===== src/rtl/evm_pkg.sv =====
// Shared types and helpers for the EVM ballot datapath: press/scan state
// encodings, one-hot detection and the saturation ceiling of a tally.
package evm_pkg;

  typedef enum logic [1:0] {
    IDLE  = 2'd0,
    ARMED = 2'd1,
    LOCK  = 2'd2
  } press_state_e;

  typedef enum logic [1:0] {
    SCAN_IDLE = 2'd0,
    SCAN_RUN  = 2'd1,
    SCAN_DONE = 2'd2
  } scan_state_e;

  function automatic logic is_onehot(input logic [31:0] v);
    return (v != 32'd0) && ((v & (v - 32'd1)) == 32'd0);
  endfunction

  function automatic logic [31:0] sat_max(input int unsigned w);
    return (w >= 32'd32) ? 32'hFFFF_FFFF : ((32'd1 << w) - 32'd1);
  endfunction

endpackage


===== src/rtl/vote_press_filter.sv =====
// Button press qualifier: counts a held button once, rejects multi-presses,
// and holds off for LOCKOUT cycles after every single-button decision.
module vote_press_filter
  import evm_pkg::*;
#(
  parameter int NUM_CAND = 6,
  parameter int LOCKOUT  = 4,
  parameter int IDX_W    = $clog2(NUM_CAND)
) (
  input  logic                clock_i,
  input  logic                reset_ni,
  input  logic                mode_i,
  input  logic                clear_i,
  input  logic [NUM_CAND-1:0] press_i,
  input  logic [NUM_CAND-1:0] sat_i,
  output logic                valid_o,
  output logic                reject_o,
  output logic [IDX_W-1:0]    idx_o
);

  localparam int LOCK_W = (LOCKOUT > 1) ? $clog2(LOCKOUT) : 1;
  localparam logic [LOCK_W-1:0] LOCK_LAST = LOCK_W'(LOCKOUT - 1);

  press_state_e      state_q, state_d;
  logic [LOCK_W-1:0] lock_q, lock_d;
  logic              valid_q, valid_d;
  logic              reject_q, reject_d;
  logic [IDX_W-1:0]  idx_q, idx_d;
  logic [IDX_W-1:0]  enc_s;
  logic              onehot_s;

  // Encode the pressed index; only used when exactly one bit is set.
  always_comb begin
    enc_s = '0;
    for (int i = 0; i < NUM_CAND; i++) begin
      enc_s = press_i[i] ? IDX_W'(i) : enc_s;
    end
  end

  assign onehot_s = is_onehot(32'(press_i));

  // Press FSM next state; result mode and clear both force a fresh release.
  always_comb begin
    state_d  = state_q;
    lock_d   = lock_q;
    valid_d  = 1'b0;
    reject_d = 1'b0;
    idx_d    = idx_q;
    if (mode_i || clear_i) begin
      state_d = IDLE;
      lock_d  = '0;
    end else begin
      case (state_q)
        IDLE: begin
          state_d = (press_i == '0) ? ARMED : IDLE;
        end
        ARMED: begin
          if (press_i == '0) begin
            state_d = ARMED;
          end else if (onehot_s) begin
            idx_d    = enc_s;
            valid_d  = ~sat_i[enc_s];
            reject_d = sat_i[enc_s];
            state_d  = LOCK;
            lock_d   = '0;
          end else begin
            reject_d = 1'b1;
            state_d  = IDLE;
          end
        end
        LOCK: begin
          if (lock_q == LOCK_LAST) begin
            state_d = IDLE;
            lock_d  = '0;
          end else begin
            lock_d = lock_q + LOCK_W'(1);
          end
        end
        default: begin
          state_d = IDLE;
          lock_d  = '0;
        end
      endcase
    end
  end

  // State and registered decision pulses.
  always_ff @(posedge clock_i or negedge reset_ni) begin
    if (!reset_ni) begin
      state_q  <= IDLE;
      lock_q   <= '0;
      valid_q  <= 1'b0;
      reject_q <= 1'b0;
      idx_q    <= '0;
    end else begin
      state_q  <= state_d;
      lock_q   <= lock_d;
      valid_q  <= valid_d;
      reject_q <= reject_d;
      idx_q    <= idx_d;
    end
  end

  assign valid_o  = valid_q;
  assign reject_o = reject_q;
  assign idx_o    = idx_q;

endmodule


===== src/rtl/vote_tally_ctrl.sv =====
// Ballot counter: saturating per-candidate tallies fed by the press filter,
// plus a one-index-per-cycle leader scan launched on entry to result mode.
module vote_tally_ctrl
  import evm_pkg::*;
#(
  parameter  int NUM_CAND = 6,
  parameter  int COUNT_W  = 8,
  parameter  int LOCKOUT  = 4,
  localparam int IDX_W    = $clog2(NUM_CAND),
  localparam int TOT_W    = COUNT_W + IDX_W + 1
) (
  input  logic                        clock,
  input  logic                        reset_n,
  input  logic                        mode,
  input  logic                        clear,
  input  logic [NUM_CAND-1:0]         cand_press,
  output logic [NUM_CAND*COUNT_W-1:0] counts,
  output logic [TOT_W-1:0]            total,
  output logic                        vote_accept,
  output logic                        vote_reject,
  output logic [IDX_W-1:0]            winner_idx,
  output logic                        winner_valid,
  output logic                        tie,
  output logic                        busy
);

  localparam logic [31:0]        CNT_MAX_W = sat_max(COUNT_W);
  localparam logic [COUNT_W-1:0] CNT_MAX   = CNT_MAX_W[COUNT_W-1:0];
  localparam logic [IDX_W-1:0]   LAST_IDX  = IDX_W'(NUM_CAND - 1);

  logic [COUNT_W-1:0] count_q [NUM_CAND];
  logic [TOT_W-1:0]   total_q;
  logic [NUM_CAND-1:0] sat_s;
  logic               acc_s;
  logic [IDX_W-1:0]   acc_idx_s;

  scan_state_e        scan_q, scan_d;
  logic               mode_q;
  logic [IDX_W-1:0]   scan_idx_q, scan_idx_d;
  logic [COUNT_W-1:0] max_q, max_d;
  logic [IDX_W-1:0]   best_q, best_d;
  logic               tie_q, tie_d;
  logic               valid_q, valid_d;
  logic               busy_q, busy_d;
  logic [COUNT_W-1:0] cur_s;

  vote_press_filter #(
    .NUM_CAND (NUM_CAND),
    .LOCKOUT  (LOCKOUT),
    .IDX_W    (IDX_W)
  ) u_filter (
    .clock_i  (clock),
    .reset_ni (reset_n),
    .mode_i   (mode),
    .clear_i  (clear),
    .press_i  (cand_press),
    .sat_i    (sat_s),
    .valid_o  (acc_s),
    .reject_o (vote_reject),
    .idx_o    (acc_idx_s)
  );

  for (genvar g = 0; g < NUM_CAND; g++) begin : g_cand
    assign counts[g*COUNT_W +: COUNT_W] = count_q[g];
    assign sat_s[g] = (count_q[g] == CNT_MAX);
  end

  // Tally array and running total; clear overrides a pending increment.
  always_ff @(posedge clock or negedge reset_n) begin
    if (!reset_n) begin
      for (int i = 0; i < NUM_CAND; i++) begin
        count_q[i] <= '0;
      end
      total_q <= '0;
    end else if (clear) begin
      for (int i = 0; i < NUM_CAND; i++) begin
        count_q[i] <= '0;
      end
      total_q <= '0;
    end else if (acc_s) begin
      count_q[acc_idx_s] <= count_q[acc_idx_s] + COUNT_W'(1);
      total_q            <= total_q + TOT_W'(1);
    end
  end

  assign cur_s = count_q[scan_idx_q];

  // Leader scan; strict greater-than keeps the lowest index among equals.
  always_comb begin
    scan_d     = scan_q;
    scan_idx_d = scan_idx_q;
    max_d      = max_q;
    best_d     = best_q;
    tie_d      = tie_q;
    valid_d    = valid_q;
    busy_d     = busy_q;
    if (clear || (!mode && mode_q)) begin
      scan_d  = SCAN_IDLE;
      valid_d = 1'b0;
      tie_d   = 1'b0;
      busy_d  = 1'b0;
    end else if (mode && !mode_q) begin
      scan_d     = SCAN_RUN;
      scan_idx_d = '0;
      valid_d    = 1'b0;
      tie_d      = 1'b0;
      busy_d     = 1'b1;
    end else begin
      case (scan_q)
        SCAN_RUN: begin
          if (scan_idx_q == '0) begin
            max_d  = cur_s;
            best_d = '0;
            tie_d  = 1'b0;
          end else if (cur_s > max_q) begin
            max_d  = cur_s;
            best_d = scan_idx_q;
            tie_d  = 1'b0;
          end else if (cur_s == max_q) begin
            tie_d = 1'b1;
          end else begin
            tie_d = tie_q;
          end
          if (scan_idx_q == LAST_IDX) begin
            scan_d  = SCAN_DONE;
            busy_d  = 1'b0;
            valid_d = 1'b1;
          end else begin
            scan_idx_d = scan_idx_q + IDX_W'(1);
          end
        end
        SCAN_IDLE, SCAN_DONE: begin
          scan_d = scan_q;
        end
        default: begin
          scan_d  = SCAN_IDLE;
          busy_d  = 1'b0;
          valid_d = 1'b0;
        end
      endcase
    end
  end

  // Scan state and result registers.
  always_ff @(posedge clock or negedge reset_n) begin
    if (!reset_n) begin
      scan_q     <= SCAN_IDLE;
      mode_q     <= 1'b0;
      scan_idx_q <= '0;
      max_q      <= '0;
      best_q     <= '0;
      tie_q      <= 1'b0;
      valid_q    <= 1'b0;
      busy_q     <= 1'b0;
    end else begin
      scan_q     <= scan_d;
      mode_q     <= mode;
      scan_idx_q <= scan_idx_d;
      max_q      <= max_d;
      best_q     <= best_d;
      tie_q      <= tie_d;
      valid_q    <= valid_d;
      busy_q     <= busy_d;
    end
  end

  assign total        = total_q;
  assign vote_accept  = acc_s;
  assign winner_idx   = best_q;
  assign winner_valid = valid_q;
  assign tie          = tie_q;
  assign busy         = busy_q;

endmodule

===== config.mk =====
export PLATFORM = sky130hd
export DESIGN_NAME = vote_tally_ctrl
export DESIGN_NICKNAME = d
export VERILOG_FILES = /design/src/rtl/evm_pkg.sv /design/src/rtl/vote_press_filter.sv /design/src/rtl/vote_tally_ctrl.sv
export SDC_FILE = /design/constraint.sdc
export NUM_CORES = 1
export LEC_CHECK = 0
export BUFFER_PORTS_ARGS = -buffer_cell sky130_fd_sc_hd__buf_2
export CORE_MARGIN = 2
export CORE_UTILIZATION = 55
export DETAILED_ROUTE_END_ITERATION = 7
export PLACE_DENSITY = 0.87
export SYNTH_ARGS = -nofsm -noshare
export SYNTH_HDL_FRONTEND = slang
export SYNTH_SLANG_ARGS = --single-unit

===== constraint.sdc =====
create_clock -name clock -period 3.76 [get_ports clock]
set_input_delay 0.188 -clock clock [delete_from_list [all_inputs] [get_ports clock]]
set_output_delay 0.188 -clock clock [all_outputs]
set_load 0.01 [all_outputs]

==> impl_metrics.env, run 1 <==
export IMPL_outcome="finished clean"
export IMPL_cts_root_buf="clkbuf_8"
export IMPL_area_growth_pct=11.9
export IMPL_drt_wirelength_per_cell_um=20.3
export IMPL_crit_chain="buf_4, mux4_2, nand2_1, o21ai_0, ha_1, nand4_1, a21oi_1, o31ai_1, a21oi_1, buf_4, mux2_2"
export IMPL_die_height_um=101
export IMPL_final_common_cell="dfrtp_1"
export IMPL_worst_setup_path_type="reg -> reg"
export IMPL_grt_pass1_wl_mm=22.2
export IMPL_fin_cells=681
export IMPL_synth_edf_count=0
export IMPL_post_cts_buffers=0
export IMPL_regArea_um2=2180
export IMPL_holdWs_ns=0.00950
export IMPL_cts_buffers=9
export IMPL_arrival_ns=3.53
export IMPL_critPathMaxFanout=14
export IMPL_cellLeakagePower_uw=0.00271
export IMPL_track_usage=0.285
export IMPL_clock_latency_ns=0.37
export IMPL_syn_area_per_cell_um2=10.4
export IMPL_n_fill_cell=740
export IMPL_synth_cell_types=68
export IMPL_p_per_area_nw_per_um2=317
export IMPL_grt_overflow_total=0
export IMPL_hold_violations=0
export IMPL_drive_gt1_frac=0.242
export IMPL_finalSetupViolCount=0
export IMPL_place_congestion=1.03
export IMPL_fin_nets=589
export IMPL_cts_tree="done"
export IMPL_critPathCapture="max_q[2]$_DFFE_PN0P_"
export IMPL_timing_critical_path_slowest_stage_cell="dfrtp_1"
export IMPL_die_area_um2=10100
export IMPL_cts_sinks=87
export IMPL_remaining_drc_errors=0
export IMPL_finalClockSkew_ns=0.0122
export IMPL_core_area_um2=9150
export IMPL_critPathBufInv=2
export IMPL_vias=4329
export IMPL_cp_depth=11
export IMPL_synthCells=495
export IMPL_start_util=0.562
export IMPL_end_kind="flip-flop"
export IMPL_antennaDiodeCount=0
export IMPL_clockBufferDepth=2
export IMPL_io_pins=78
export IMPL_layout_common_cells="87 x dfrtp_1, 76 x buf_2, 52 x nor2_1, 40 x nand2_1, 36 x a22o_1"
export IMPL_vias_per_cell=6.36
export IMPL_ys_seq_area_frac=0.423
export IMPL_r2r_setup_slack_ns=0.48
export IMPL_ir_drop_mv=0.232
export IMPL_critPathLaunch="scan_idx_q[0]$_DFFE_PN0P_"
export IMPL_min_path_type="in -> async"
export IMPL_antenna_found_initial=0
export IMPL_period_share=0.872
export IMPL_cp_required_ns=4.01
export IMPL_grt_pass1_vias=4224
export IMPL_port_buffers=77
export IMPL_r2r_start="scan_idx_q[0]$_DFFE_PN0P_"
export IMPL_fmax_mhz=305
export IMPL_cts_repair_resized=0
export IMPL_tns_ns=0
export IMPL_clk_pin_slew_ns=0.10
export IMPL_reg2reg_depth=11
export IMPL_synthArstFlopShare=1.00
export IMPL_reg2reg_to="max_q[2]$_DFFE_PN0P_"
export IMPL_slew_viol_final=0
export IMPL_hpwlAfterDp_mm=10.1
export IMPL_ys_flop_type="dfrtp_1"
export IMPL_grt_max_degree=88
export IMPL_dpl_cell_count=665
export IMPL_ant_nets=0
export IMPL_htreeDepth=3
export IMPL_tightest_slew_ns=1.07
export IMPL_totalWireLength_mm=13.8
export IMPL_synth_area_um2=5150
export IMPL_multi_input_area_um2=2710
export IMPL_cts_hold_fix_buffers=0
export IMPL_syn_nets=519
export IMPL_row_count=35
export IMPL_max_stage_delay_ns=0.72
export IMPL_cpLargestDelayFamily="multiplexers"
export IMPL_yosysWarningCount=0
export IMPL_cp_start_kind="flip-flop"
export IMPL_rsz0062_at_grt="no"
export IMPL_maxCapViolations=0
export IMPL_dr_pass1_iters=5
export IMPL_die_w_um=101
export IMPL_period_needed_ns=3.28
export IMPL_ys_ff_latch=87
export IMPL_drt_iter0_drc=292
export IMPL_slew_headroom=0.285
[report_power, final]
part | internal, uW | switching (uW) | leakage, uW
sequential | 952 | 24.6 | 0.00120
clock | 329 | 361 | 0.000107
combinational | 61.5 | 100 | 0.00140
[worst reg2reg max path: stages, from the launching register on]
cell and delay [ns]:
dfrtp_1 0.72, buf_4 0.34, mux4_2 0.52, nand2_1 0.07, o21ai_0 0.11, ha_1 0.32
nand4_1 0.11, a21oi_1 0.14, o31ai_1 0.09, a21oi_1 0.21, buf_4 0.19, mux2_2 0.33
[flip-flops by register name, indices dropped and copies added, names as in the netlist, 2 cells and up]
register / flops
counts: 48
total: 12
max_q: 8
scan_idx_q: 3
u_filter.idx_o: 3
winner_idx: 3
scan_q: 2
u_filter.lock_q: 2
u_filter.state_q: 2
[cells by family (layout without fill, tap and decap cells)]
logic type      Yosys count  after routing  synth area share
compound gates          106            106             0.165
xor+xnor                 17             17            0.0318
fa+ha+maj                14             14            0.0340
buf+inv                  50            125            0.0506
flops                    87             87             0.423
mux                      51             51             0.129
simple gates            170            170             0.167
[cell usage after synthesis (all sizes together), types with 2 or more instances]
cell type	count	area (um^2)
nor4	4	55.1
nand4	18	113
mux4	11	248
nor3	11	60.1
a31oi	2	12.5
a21o	2	15.0
a2111o	4	45.0
and4	2	17.5
o32a	2	20.0
dfrtp	87	2180
mux2i	28	280
nor2	54	208
o32ai	2	36.3
and3	4	25.0
a21oi	14	81.3
nand3	17	85.1
a22o	36	315
nor2b	6	37.5
mux2	12	135
buf	15	129
o21a	3	30.0
ha	14	175
clkbuf	9	33.8
nand2b	5	38.8
o221ai	2	17.5
nand2	40	150
inv	25	93.8
a211oi	5	37.5
xnor2	5	51.3
xor2	12	113
o31ai	2	15.0
or2	3	18.8
a211o	2	17.5
o21ai	19	103
o22ai	2	26.3
[routing by layer]
metal	wire length, um	vias to the layer above	track usage
met5	0	-	0
met4	347	0	0.130
met3	1050	35	0.0430
met2	6600	211	0.446
met1	5810	2125	0.393
li1	-	1958	-
[area by class of cell]
type | instances | area share
clock buffers | 10 | 0.0239
multi-input cells | 358 | 0.470
well taps | 111 | 0.0241
clock inverters | 6 | 0.0115
repair buffers | 83 | 0.0752
inverters | 26 | 0.0169
flip-flops and latches | 87 | 0.378
[per-stage QoR]
step	utilization	cell area, um^2	total power (uW)	setup slack (ns)
floorplan	-	5150	1090	0.800
global placement	0.607	5560	1150	0.640
detailed placement	0.607	5560	1160	0.518
CTS	0.629	5760	1830	0.491
global route	0.629	5760	1890	0.210
finish	0.629	5760	1830	0.480
[worst min path at each step]
stage          startpoint               endpoint  slack, ns  depth (start not counted)
6_report          reset_n   max_q[1]$_DFFE_PN0P_       0.01                          1
4_1_cts              mode       mode_q$_DFF_PN0_       0.03                          1
3_3_place_gp         mode       mode_q$_DFF_PN0_       0.41                          1
2_1_floorplan     reset_n  counts[0]$_DFFE_PN0P_      -0.11                          0
3_5_place_dp         mode       mode_q$_DFF_PN0_       0.41                          1
5_1_grt              mode       mode_q$_DFF_PN0_       0.03                          1
(Power assumes the default switching activity.)
==> run 2: changes to the inputs <==
- CTS_BUF_LIST: not set -> sky130_fd_sc_hd__clkbuf_4 sky130_fd_sc_hd__clkbuf_8 sky130_fd_sc_hd__clkbuf_16
- CTS_CLUSTER_DIAMETER: not set -> 50
- PLACE_DENSITY: 0.87 -> not set
- PLACE_DENSITY_LB_ADDON: not set -> 0.15
==> impl_metrics.env, run 2 (synthesis results as in run 1) <==
export IMPL_outcome="finished clean"
export IMPL_cts_hold_fix_buffers=0
export IMPL_r2r_start="scan_idx_q[0]$_DFFE_PN0P_"
export IMPL_arrival_ns=3.63
export IMPL_pre_cts_ws_ns=-0.00488
export IMPL_cts_sinks=87
export IMPL_dr_pass1_iters=5
export IMPL_grt_max_degree=88
export IMPL_die_w_um=101
export IMPL_slew_viol_final=0
export IMPL_min_path_type="in -> async"
export IMPL_cp_start_kind="flip-flop"
export IMPL_die_area_um2=10100
export IMPL_finalClockSkew_ns=0.0155
export IMPL_remaining_drc_errors=0
export IMPL_critPathMaxFanout=11
export IMPL_cts_root_buf="clkbuf_8"
export IMPL_fin_nets=592
export IMPL_place_congestion=1.06
export IMPL_clockBufferDepth=2
export IMPL_p_per_area_nw_per_um2=327
export IMPL_period_share=0.899
export IMPL_antenna_found_initial=0
export IMPL_clk_pin_slew_ns=0.09
export IMPL_port_buffers=77
export IMPL_cts_tree="done"
export IMPL_layout_common_cells="87 x dfrtp_1, 76 x buf_2, 52 x nor2_1, 40 x nand2_1, 36 x a22o_1"
export IMPL_ant_nets=0
export IMPL_cts_repair_resized=1
export IMPL_vias_per_cell=6.47
export IMPL_worst_setup_path_type="reg -> reg"
export IMPL_grt_pass1_vias=4222
export IMPL_cellLeakagePower_uw=0.00273
export IMPL_totalWireLength_mm=14.3
export IMPL_antennaDiodeCount=0
export IMPL_grt_pass1_wl_mm=22.6
export IMPL_cp_required_ns=4.01
export IMPL_track_usage=0.292
export IMPL_cts_buffers=9
export IMPL_total_power_uw=1900
export IMPL_die_height_um=101
export IMPL_core_area_um2=9150
export IMPL_tightest_slew_ns=1.08
export IMPL_vias=4425
export IMPL_finalSetupViolCount=0
export IMPL_holdWs_ns=0.0123
export IMPL_largest_register_ffs=48
export IMPL_htreeDepth=3
export IMPL_row_count=35
export IMPL_ir_drop_mv=0.158
export IMPL_hpwlAfterDp_mm=10.5
export IMPL_tns_ns=0
export IMPL_post_cts_buffers=0
export IMPL_period_needed_ns=3.38
export IMPL_area_growth_pct=12.9
export IMPL_fmax_mhz=296
export IMPL_fin_util=0.635
export IMPL_drt_wirelength_per_cell_um=20.9
export IMPL_final_common_cell="dfrtp_1"
export IMPL_io_pins=78
export IMPL_slew_headroom=0.277
export IMPL_reg2reg_depth=10
export IMPL_drive_gt1_frac=0.248
export IMPL_end_kind="flip-flop"
export IMPL_drt_iter0_drc=428
export IMPL_start_util=0.562
export IMPL_hold_violations=0
export IMPL_setup_ws_ns=0.380
export IMPL_critPathLaunch="scan_idx_q[0]$_DFFE_PN0P_"
export IMPL_clock_latency_ns=0.37
export IMPL_grt_overflow_total=0
export IMPL_rsz0062_at_grt="no"
export IMPL_maxCapViolations=0
-- run 2: cell types whose count changed in the layout (fill, tap and decap cells not counted) --
cell       delta
a21oi_1       -1
a21oi_2       +1
buf_4         +3
bufinv_16     +1
clkbuf_8      -1
clkinv_2      -1
inv_8         +1
-- run 2: stage by stage --
step / cells / cell area [um^2]
after floorplan: 495 / 5150
after global placement: 668 / 5580
after detailed placement: 668 / 5580
after CTS: 684 / 5810
after global routing: 684 / 5810
final: 684 / 5810
-- run 2: area by class of cell --
| type | instances | area (um^2) |
|---|---|---|
| Timing Repair Buffer | 86 | 455 |
| Clock buffer | 9 | 124 |
| Tap cell | 111 | 139 |
| Multi-Input combinational cell | 358 | 2710 |
| Inverter | 26 | 97.6 |
| Fill cell | 777 | 3340 |
| Sequential cell | 87 | 2180 |
| Clock inverter | 7 | 103 |
-- run 2: critical path, stage by stage (launching register included) --
cell	delay, ns
dfrtp_1	0.70
mux4_2	0.58
nand2_1	0.08
o21ai_0	0.12
ha_1	0.32
nor2b_1	0.13
o211ai_1	0.08
a21oi_1	0.15
o31ai_1	0.11
a21oi_2	0.59
mux2_2	0.41
-- run 2: worst paths after layout --
kind	to	slack, ns
min in group clock	mode_q$_DFF_PN0_	0.03
min reg2reg	winner_idx[2]$_DFFE_PN0P_	0.51
max	max_q[1]$_DFFE_PN0P_	0.38
max in group asynchronous	counts[28]$_DFFE_PN0P_	3.04
min	counts[33]$_DFFE_PN0P_	0.01
max reg2reg	max_q[1]$_DFFE_PN0P_	0.38
-- run 2: metal layers --
layer	track usage	up-vias	wire length, um
li1	-	1970	-
met1	0.417	2192	6210
met2	0.440	224	6600
met3	0.0527	39	1040
met4	0.122	0	444
met5	0	-	0
-- run 2: where the power goes --
group	internal (uW)	switching (uW)
Sequential	952	22.8
Combinational	63.5	102
Clock	384	374
